<file path="src/rtl/mem_arbiter_pkg.sv">
// mem_arbiter_pkg: shared widths, FSM states and channel indices for the cache-to-RAM arbiter.
package mem_arbiter_pkg;
  localparam int MemAddrWidth = 32;
  localparam int MemDataWidth = 32;
  localparam int ChD = 0;
  localparam int ChI = 1;
  typedef enum logic [1:0] {IDLE, ISSUE, RESP} state_e;
endpackage

</file>
<file path="src/rtl/mem_arbiter_if.sv">
// mem_arbiter_if: cache-side and RAM-side bus bundle; slave = arbiter, master = caches plus RAM.
interface mem_arbiter_if
  import mem_arbiter_pkg::*;
#(
  parameter int NCH = 2,
  parameter int ADDR_W = MemAddrWidth,
  parameter int DATA_W = MemDataWidth
);
  logic [2*NCH-1:0] mem_rwe_i;
  logic [NCH*ADDR_W-1:0] mem_addr_i;
  logic [4*NCH-1:0] mem_sel_i;
  logic [NCH*DATA_W-1:0] mem_data_i;
  logic [NCH*DATA_W-1:0] mem_data_o;
  logic [NCH-1:0] mem_busy_o;
  logic [NCH-1:0] mem_done_o;
  logic ram_req_o;
  logic [3:0] ram_we_o;
  logic [ADDR_W-1:0] ram_addr_o;
  logic [DATA_W-1:0] ram_wdata_o;
  logic [DATA_W-1:0] ram_rdata_i;
  logic ram_ack_i;
  modport slave (
    input mem_rwe_i, mem_addr_i, mem_sel_i, mem_data_i, ram_rdata_i, ram_ack_i,
    output mem_data_o, mem_busy_o, mem_done_o, ram_req_o, ram_we_o, ram_addr_o, ram_wdata_o
  );
  modport master (
    output mem_rwe_i, mem_addr_i, mem_sel_i, mem_data_i, ram_rdata_i, ram_ack_i,
    input mem_data_o, mem_busy_o, mem_done_o, ram_req_o, ram_we_o, ram_addr_o, ram_wdata_o
  );
endinterface

</file>
<file path="src/rtl/mem_arbiter_arb_pick.sv">
// arb_pick: two-way one-hot grant; ptr = 1 gives ch1 priority, ptr = 0 gives ch0 priority.
module arb_pick
  import mem_arbiter_pkg::*;
(
  input  logic [1:0] req,
  input  logic       ptr,
  output logic [1:0] gnt
);
  always_comb gnt = (req[ChI] && (ptr || !req[ChD])) ? 2'b10 : req[ChD] ? 2'b01 : 2'b00;
endmodule

</file>
<file path="src/rtl/mem_arbiter.sv">
// mem_arbiter: shares one single-port RAM between D-cache (ch0) and I-cache (ch1).
// Define ARB_ROUND_ROBIN_EN for two-way round-robin; otherwise ch0 has fixed priority.
module mem_arbiter
  import mem_arbiter_pkg::*;
#(
  parameter int NCH = 2,
  parameter int ADDR_W = MemAddrWidth,
  parameter int DATA_W = MemDataWidth
) (
  input logic clk,
  input logic rst,
  mem_arbiter_if.slave bus
);
  state_e state_q, state_d;
  logic [NCH-1:0] req, gnt, done;
  logic take, cap, ptr;
  logic win_q, win_d, wr_q, wr_d;
  logic [ADDR_W-1:0] addr_q, addr_d;
  logic [3:0] sel_q, sel_d;
  logic [DATA_W-1:0] wdata_q, wdata_d;
  logic [NCH*DATA_W-1:0] rdata_q, rdata_d;
`ifdef ARB_ROUND_ROBIN_EN
  logic ptr_q, ptr_d;
  assign ptr = ptr_q;
  assign ptr_d = take ? ~gnt[ChI] : ptr_q;
`else
  assign ptr = 1'b0;
`endif
  assign req = {|bus.mem_rwe_i[2*ChI+1:2*ChI], |bus.mem_rwe_i[2*ChD+1:2*ChD]};
  arb_pick u_pick (.req(req), .ptr(ptr), .gnt(gnt));
  always_ff @(posedge clk) begin
    if (rst) begin
      state_q <= IDLE;
      win_q <= 1'b0;
      wr_q <= 1'b0;
      addr_q <= '0;
      sel_q <= '0;
      wdata_q <= '0;
      rdata_q <= '0;
`ifdef ARB_ROUND_ROBIN_EN
      ptr_q <= 1'b0;
`endif
    end else begin
      state_q <= state_d;
      win_q <= win_d;
      wr_q <= wr_d;
      addr_q <= addr_d;
      sel_q <= sel_d;
      wdata_q <= wdata_d;
      rdata_q <= rdata_d;
`ifdef ARB_ROUND_ROBIN_EN
      ptr_q <= ptr_d;
`endif
    end
  end
  always_comb begin
    state_d = (state_q == IDLE && |req) ? ISSUE :
              (state_q == ISSUE && bus.ram_ack_i) ? RESP :
              (state_q == RESP) ? IDLE : state_q;
  end
  // Winner's request is latched once in IDLE and held until the RESP cycle.
  always_comb begin
    take = state_q == IDLE && |req;
    cap = state_q == ISSUE && bus.ram_ack_i && !wr_q;
    win_d = take ? gnt[ChI] : win_q;
    wr_d = take ? bus.mem_rwe_i[gnt[ChI] ? 2*ChI+1 : 2*ChD+1] : wr_q;
    addr_d = take ? (gnt[ChI] ? bus.mem_addr_i[2*ADDR_W-1 -: ADDR_W] : bus.mem_addr_i[ADDR_W-1:0]) : addr_q;
    sel_d = take ? (gnt[ChI] ? bus.mem_sel_i[7:4] : bus.mem_sel_i[3:0]) : sel_q;
    wdata_d = take ? (gnt[ChI] ? bus.mem_data_i[2*DATA_W-1 -: DATA_W] : bus.mem_data_i[DATA_W-1:0]) : wdata_q;
    rdata_d[2*DATA_W-1 -: DATA_W] = (cap && win_q) ? bus.ram_rdata_i : rdata_q[2*DATA_W-1 -: DATA_W];
    rdata_d[DATA_W-1:0] = (cap && !win_q) ? bus.ram_rdata_i : rdata_q[DATA_W-1:0];
  end
  always_comb begin
    done = (state_q == RESP) ? (win_q ? 2'b10 : 2'b01) : 2'b00;
    bus.ram_req_o = state_q == ISSUE;
    bus.ram_we_o = (state_q == ISSUE && wr_q) ? sel_q : 4'b0000;
    bus.ram_addr_o = addr_q;
    bus.ram_wdata_o = wdata_q;
    bus.mem_data_o = rdata_q;
    bus.mem_done_o = done;
    bus.mem_busy_o = req & ~done;
  end
endmodule

</file>
<file path="src/flat_wrapper.sv">
// flat-port wrapper written by rule: the top's interface ports become plain ports
module mem_arbiter_flat import mem_arbiter_pkg::*;
#(
  parameter int NCH = 2,
  parameter int ADDR_W = MemAddrWidth,
  parameter int DATA_W = MemDataWidth
)
  (clk, rst, bus_mem_rwe_i, bus_mem_addr_i, bus_mem_sel_i, bus_mem_data_i, bus_ram_rdata_i, bus_ram_ack_i, bus_mem_data_o, bus_mem_busy_o, bus_mem_done_o, bus_ram_req_o, bus_ram_we_o, bus_ram_addr_o, bus_ram_wdata_o);
  mem_arbiter_if #(.NCH(NCH), .ADDR_W(ADDR_W), .DATA_W(DATA_W)) bus_i ();
  input logic clk;
  input logic rst;
  input wire logic [$bits(bus_i.mem_rwe_i)-1:0] bus_mem_rwe_i;
  input wire logic [$bits(bus_i.mem_addr_i)-1:0] bus_mem_addr_i;
  input wire logic [$bits(bus_i.mem_sel_i)-1:0] bus_mem_sel_i;
  input wire logic [$bits(bus_i.mem_data_i)-1:0] bus_mem_data_i;
  input wire logic [$bits(bus_i.ram_rdata_i)-1:0] bus_ram_rdata_i;
  input wire logic [$bits(bus_i.ram_ack_i)-1:0] bus_ram_ack_i;
  output wire logic [$bits(bus_i.mem_data_o)-1:0] bus_mem_data_o;
  output wire logic [$bits(bus_i.mem_busy_o)-1:0] bus_mem_busy_o;
  output wire logic [$bits(bus_i.mem_done_o)-1:0] bus_mem_done_o;
  output wire logic [$bits(bus_i.ram_req_o)-1:0] bus_ram_req_o;
  output wire logic [$bits(bus_i.ram_we_o)-1:0] bus_ram_we_o;
  output wire logic [$bits(bus_i.ram_addr_o)-1:0] bus_ram_addr_o;
  output wire logic [$bits(bus_i.ram_wdata_o)-1:0] bus_ram_wdata_o;
  assign bus_i.mem_rwe_i = bus_mem_rwe_i;
  assign bus_i.mem_addr_i = bus_mem_addr_i;
  assign bus_i.mem_sel_i = bus_mem_sel_i;
  assign bus_i.mem_data_i = bus_mem_data_i;
  assign bus_i.ram_rdata_i = bus_ram_rdata_i;
  assign bus_i.ram_ack_i = bus_ram_ack_i;
  assign bus_mem_data_o = bus_i.mem_data_o;
  assign bus_mem_busy_o = bus_i.mem_busy_o;
  assign bus_mem_done_o = bus_i.mem_done_o;
  assign bus_ram_req_o = bus_i.ram_req_o;
  assign bus_ram_we_o = bus_i.ram_we_o;
  assign bus_ram_addr_o = bus_i.ram_addr_o;
  assign bus_ram_wdata_o = bus_i.ram_wdata_o;
  mem_arbiter #(.NCH(NCH), .ADDR_W(ADDR_W), .DATA_W(DATA_W)) u_core (.clk(clk), .rst(rst), .bus(bus_i));
endmodule
</file>
<file path="config.mk">
export PLATFORM = sky130hd
export DESIGN_NAME = mem_arbiter_flat
export DESIGN_NICKNAME = d
export VERILOG_FILES = /design/src/rtl/mem_arbiter_pkg.sv /design/src/rtl/mem_arbiter_if.sv /design/src/rtl/mem_arbiter_arb_pick.sv /design/src/rtl/mem_arbiter.sv /design/src/flat_wrapper.sv
export SDC_FILE = /design/constraint.sdc
export NUM_CORES = 1
export LEC_CHECK = 0
export CORE_ASPECT_RATIO = 2
export CORE_MARGIN = 2
export CORE_UTILIZATION = 40
export CTS_BUF_LIST = sky130_fd_sc_hd__clkbuf_16
export CTS_CLUSTER_SIZE = 28
export DETAILED_ROUTE_END_ITERATION = 16
export GPL_ROUTABILITY_DRIVEN = 0
export GPL_TIMING_DRIVEN = 0
export HOLD_SLACK_MARGIN = 0.06
export MAX_ROUTING_LAYER = met4
export PLACE_DENSITY = 0.92
export SLEW_MARGIN = 25
export SYNTH_ARGS = -nofsm -noshare
export SYNTH_HDL_FRONTEND = slang
export SYNTH_SLANG_ARGS = --single-unit
</file>
<file path="constraint.sdc">
create_clock -name clk -period 3.15 [get_ports clk]
set_clock_uncertainty 0.1 [all_clocks]
set_input_delay 0.945 -clock clk [delete_from_list [all_inputs] [get_ports clk]]
set_output_delay 0.945 -clock clk [all_outputs]
set_load 0.01 [all_outputs]
</file>
==> results of run 1 <==
==> cells by family (layout without fill, tap and decap cells) <==
logic type,after synthesis,after routing
buffers and inverters,98,440
AOI/OAI and AO/OA,339,339
DFF,136,136
and+or+nand+nor,154,154
==> critical path: stages <==
cell and delay (ns):
clkdlybuf4s50_1 0.56, nor2_4 0.09, nor2_1 0.16, dlygate4sd2_1 0.29
==> path summary, 6_finish.rpt <==
path	end	slack, ns	depth (start not counted)
setup / recovery	bus_mem_busy_o[0]	0.06	4
hold / removal	u_core.bus.mem_data_o[20]	0.38	2
setup reg to reg	u_core.bus.ram_wdata_o[16]	0.97	6
hold reg to reg	u_core.bus.mem_data_o[20]	0.38	2
==> layer usage <==
layer  vias up  global-route usage  share of wire
li1       3401                   -              -
met1      3488              0.3533           0.36
met2       546              0.5420           0.49
met3        79             0.07256           0.10
met4         0              0.1474          0.041
met5         -                   -              0
==> where the power goes <==
group / internal [W] / switching (W) / total [W]
Clock: 0.00104 / 0.000873 / 0.00191
Combinational: 0.000573 / 0.000551 / 0.00112
Sequential: 0.00185 / 0.0000858 / 0.00194
Total: 0.00346 / 0.00151 / 0.00497
==> sequential cells by signal, indices dropped and copies added, names as in the netlist <==
| name | flops |
|---|---|
| u_core.bus.mem_data_o | 64 |
| u_core.bus.ram_addr_o | 32 |
| u_core.bus.ram_wdata_o | 32 |
| u_core.sel_q | 4 |
| u_core.state_q | 2 |
| u_core.win_q | 1 |
| u_core.wr_q | 1 |
==> cell type report <==
cell class / instances / area [um2]
clock buffers: 17 / 425.4
fillers: 1195 / 4787
flip-flops and latches: 136 / 2723
well taps: 195 / 244.0
inverters: 3 / 11.26
repair buffers: 313 / 3122
plain buffers: 92 / 370.4
clock inverters: 15 / 130.1
multi-input cells: 493 / 2849
==> through the flow <==
step | setup slack, ns | std cells
3_3_place_gp | -0.9126 | 1232
4_1_cts | 0.03209 | 1265
2_1_floorplan | 0.4990 | 727
5_1_grt | 0.0005487 | 1264
6_report | 0.05940 | 1264
3_5_place_dp | -0.9287 | 1232
==> placed cells by master (no fill, tap or decap) <==
cell,n
or2_2,1
nor3b_1,1
clkbuf_2,1
a311oi_1,58
or2_1,1
clkinv_1,1
inv_1,3
o21ba_2,1
nor4bb_1,1
dfxtp_1,136
and3_1,5
clkbuf_16,17
inv_8,3
nor3b_2,2
o21ai_1,1
nand4bb_1,1
a311oi_2,10
nand2_1,1
nor2_4,2
buf_1,6
buf_2,7
inv_6,5
nor2b_4,1
clkdlybuf4s50_1,307
clkinvlp_4,3
o21ai_0,132
nor2_1,4
and2_1,1
clkinv_4,3
a21oi_1,136
clkbuf_1,76
a211oi_1,1
or4_1,1
nand3_1,132
dlygate4sd2_1,3
buf_4,3
buf_6,2
==> timing repair <==
action                     CTS  global route
gates resized for setup      9             3
pin swaps                    2             1
setup endpoints to repair    5             4
buffers inserted             3             0
==> out/results.ini, run 1 <==
[outcome]
outcome = complete, no violations

[final_layout]
antenna_cells_inserted = 0
final_design_area_no_fill_mm2 = 0.009874
share_of_final_layout_standard_cells_stronger_than_drive_strength_1 = 0.05706
area.growth.synth_to_final_pct = 66.46
utilization = 0.6735
finalNetCount = 1231

[logic_synthesis]
synth_top_area_share = 0.4590
area_leader_netlist = dfxtp_1
yosysWarnings = 0
combinational_family_with_the_most_area_after_synthesis = compound AO/OA/AOI/OAI gates
netlist_top_cells_area = dfxtp_1 46%, a21oi_1 11%, nand3_1 11%
synth-main-ff-cell = dfxtp_1
syn_nets = 902
cell_area_synth_mm2 = 0.005932
synthesis.area_per_instance_um2 = 8.159
netlist_top_cells_count = 136 x a21oi_1, 136 x dfxtp_1, 132 x nand3_1, 132 x o21ai_0, 80 x clkbuf_1
post_synth_mux_area_share = 0
number_of_enable_type_register_cells_in_the_synthesized_netlist = 0
postSynth.asyncResetShare = 0
synth-simple-area-share = 0.1339
ys_types = 26
synth.yosys.seq_area_share = 0.4590
compound_cell_area_share_of_the_yosys_netlist = 0.3409
synth_seq_cells = 136
xor_xnor_cell_area_share_of_the_yosys_netlist = 0
synthCells = 727
yosys.area_share.adder = 0

[routing]
remaining_drc_errors = 0
drt_iter0_markers = 598
post_drt_via_cell_ratio = 5.945
drtAntennaViolNets = 0
routedWlPerCell_um = 20.45
drt-pass1-iter-count = 7
totalWireLength_mm = 25.85
num_vias = 7514

[sta]
max_freq_mhz = 323.6
number_of_hold_violations_in_the_final_report = 0
max_slew_margin = 0.4808
timing.hold.ws_ns = 0.3792
worst_pin_slew_ns = 0.7789
finalMaxSlewViolations = 0
period_needed_ns = 3.091
min_period_over_period = 0.9811
setup-tns-final_ns = 0
rsz0062_at_grt = no
setup_viol_count_final = 0

[cts]
cts_num_sinks = 136
root_buffer = clkbuf_16
clock_tree.htree_level_count = 4
clkLatencyLatePin_ns = 0.41
tritoncts = yes
max-clock-path-buffers = 2
cts-buffers-inserted = 17
cts_hold_buffers = 0
clkTransAtPathRegs_ns = 0.06

[worst_setup_path]
critPathArrivalTime_ns = 2.05
setup.worst_path.start = bus_mem_rwe_i[0]
worstPathRequired_ns = 2.10
worst_setup_path_end_kind = primary output
r2r-start = u_core.state_q[1]
critical_path.max_fanout = 4
crit_type = in -> out
critical_path.startpoint_type = input port

[global_routing]
first_global_vias = 7228
grt_antenna_before_repair = 0
grt_max_degree = 17
globalRoute.totalOverflow = 0
gr-usage-all-layers = 0.3184
wire_length_of_the_first_global_routing_pass_mm = 38.72

[power]
power_after_layout_w = 0.004973
ir_drop_mv = 0.3894
power_per_cell_area_mw_per_mm2 = 503.6
power.static_leakage_nw = 3.272

[floorplan]
boundaryPins = 312
die_area_mm2 = 0.01588
die_span_in_x_um = 90.11
fp-row-count = 63
fp.dieH_um = 176.2
initial_core_util = 0.4046
core-area_mm2 = 0.01466

[worst_hold_path]
hold_path.startpoint = u_core.bus.mem_data_o[20]
hold_path.class = reg -> reg

[place]
hpwl_after_detailed_placement_mm = 19.01
postPlaceCellArea_mm2 = 0.009279
io_buffer_count = 310

[flow_run]
max_cap_violations = 0

Note: power is estimated with default switching activity, not from simulation.
==> inputs of run 2 (changes only) <==
==> constraint.sdc (replaced) <==
create_clock -name clk -period 3.39 [get_ports clk]
set_clock_uncertainty 0.1 [all_clocks]
set_input_delay 1.017 -clock clk [delete_from_list [all_inputs] [get_ports clk]]
set_output_delay 1.017 -clock clk [all_outputs]
set_load 0.01 [all_outputs]
==> run 2 against run 1 <==
Effect of this change: non-clock buffer count rose by 1; worst setup slack improved by 0.025 ns; wire length rose by 0.42%; via count rose by 0.49%; count of clock-buffer cells in the layout did not move; sequential power fell by 7%; first-iteration DRC count fell by 4.0%; cell count rose by 0.16%; core utilization fell by 0.077 points.
==> out/results.ini, run 2 (synthesis gave the netlist of run 1 again) <==
[outcome]
outcome = complete, no violations

[final_layout]
mostFrequentLayoutCell = clkdlybuf4s50_1
area.growth.synth_to_final_pct = 66.27
layout.cells.most_common_list = 307 x clkdlybuf4s50_1, 136 x a21oi_1, 136 x dfxtp_1
largest_reg_flops = 64
share_of_final_layout_standard_cells_stronger_than_drive_strength_1 = 0.05421
finalNetCount = 1232
final.fill_count = 1197

[sta]
max_freq_mhz = 302.5
timing.hold.ws_ns = 0.3789
finalMaxSlewViolations = 0
period_needed_ns = 3.306
rsz0062_at_grt = no
setup_viol_count_final = 0
final_critical_path_setup_slack_ns = 0.08425
worst_pin_slew_ns = 0.7614
max_slew_margin = 0.4905
min_period_over_period = 0.9751
number_of_hold_violations_in_the_final_report = 0

[cts]
clock_tree.htree_level_count = 4
clkTransAtPathRegs_ns = 0.06
root_buffer = clkbuf_16
tritoncts = yes
cts_num_sinks = 136
clkLatencyLatePin_ns = 0.41
max-clock-path-buffers = 2
cts-buffers-inserted = 17

[routing]
post_drt_via_cell_ratio = 5.964
wl_met2_mm = 12.93
totalWireLength_mm = 25.96
wl_met3_mm = 2.743
drt_iter0_markers = 574
routedWlPerCell_um = 20.50
drt-pass1-iter-count = 7
detail_route.wirelength.met1_mm = 9.196
remaining_drc_errors = 0
top_signal_layer_used = met4
drtAntennaViolNets = 0
num_vias = 7551

[place]
hpwl_after_detailed_placement_mm = 19.01
place_ws_ns = -0.8327
io_buffer_count = 310

[worst_setup_path]
worstPathRequired_ns = 2.27
cp_slowest_stage_delay_ns = 0.62
crit_slowest_cell = clkdlybuf4s50_1
cp_top_family = buffers and inverters
critical_path.startpoint_type = flop
critical_path.max_fanout = 10
crit_type = reg -> out
critPathArrivalTime_ns = 2.19
worst_setup_path_end_kind = primary output
cell_by_cell_listing_of_the_critical_path = inv_1 > clkbuf_1 > nor3b_1 > clkdlybuf4s50_1
timing.critical_path.buf_inv = 3

[global_routing]
gr-usage-all-layers = 0.3180
globalRoute.totalOverflow = 0
grt_max_degree = 17
grt_antenna_before_repair = 0
first_global_vias = 7234
wire_length_of_the_first_global_routing_pass_mm = 38.70

[floorplan]
die_area_mm2 = 0.01588
die_span_in_x_um = 90.11
boundaryPins = 312
fp-row-count = 63
fp.dieH_um = 176.2
initial_core_util = 0.4046
core-area_mm2 = 0.01466

[power]
power.static_leakage_nw = 3.267
ir_drop_mv = 0.3561
power_per_cell_area_mw_per_mm2 = 468.5

[worst_hold_path]
hold_path.class = reg -> reg

[flow_run]
max_cap_violations = 0

## run 2: final timing paths
kind | start | endpoint | slack (ns) | cells after the start
worst max-delay path | u_core.win_q | bus_mem_done_o[1] | 0.08 | 4
worst min-delay path | u_core.bus.mem_data_o[20] | u_core.bus.mem_data_o[20] | 0.38 | 2
worst max register to register | u_core.state_q[1] | u_core.bus.ram_addr_o[14] | 1.23 | 4
worst min register to register | u_core.bus.mem_data_o[20] | u_core.bus.mem_data_o[20] | 0.38 | 2
## run 2: per-stage QoR
stage | power (W) | utilization | std cells | setup TNS [ns] | area [um2]
finish | 0.004620 | 0.6727 | 1266 | 0 | 9863
global route | 0.004768 | 0.6726 | 1265 | 0 | 9861
CTS | 0.004604 | 0.6726 | 1265 | 0 | 9861
detailed placement | 0.002854 | 0.6329 | 1232 | -2.374 | 9279
global placement | 0.002827 | 0.6329 | 1232 | -1.556 | 9279
floorplan | 0.002251 | - | 727 | 0 | 5932
## run 2: final cells by class
class | count | area [um2] | area share
antenna | 1 | 2.502 | 0.0002537
buffer | 93 | 374.1 | 0.03793
clock buffer | 17 | 425.4 | 0.04313
clock inverter | 15 | 130.1 | 0.01319
inverter | 3 | 11.26 | 0.001142
multi-input combinational | 493 | 2831 | 0.2871
sequential | 136 | 2723 | 0.2760
tap | 195 | 244.0 | 0.02474
timing repair buffer | 313 | 3122 | 0.3165
## run 2: layer usage
layer  vias to the layer above  GRT usage
met5                         -          -
met4                         0     0.1474
met3                        74    0.07256
met2                       571     0.5423
met1                      3500     0.3520
li1                       3406          -
## run 2: timing repair
action                     4_1_cts  5_1_grt
setup endpoints to repair        2        0
buffers inserted                 3        0
gates resized for setup          7        0
hold buffers                     0        0
## run 2: worst register-to-register path, stage by stage, from the launching register on
cell and delay [ns]:
dfxtp_1 0.37, nor2_1 0.62, clkbuf_1 0.50, a21oi_1 0.15
a311oi_1 0.30
## run 2: where the power goes
group / internal, W / switching, W / leakage, nW
clock network: 0.000964 / 0.000812 / 0.265
registers: 0.00172 / 0.0000782 / 1.12
logic: 0.000531 / 0.000513 / 1.89
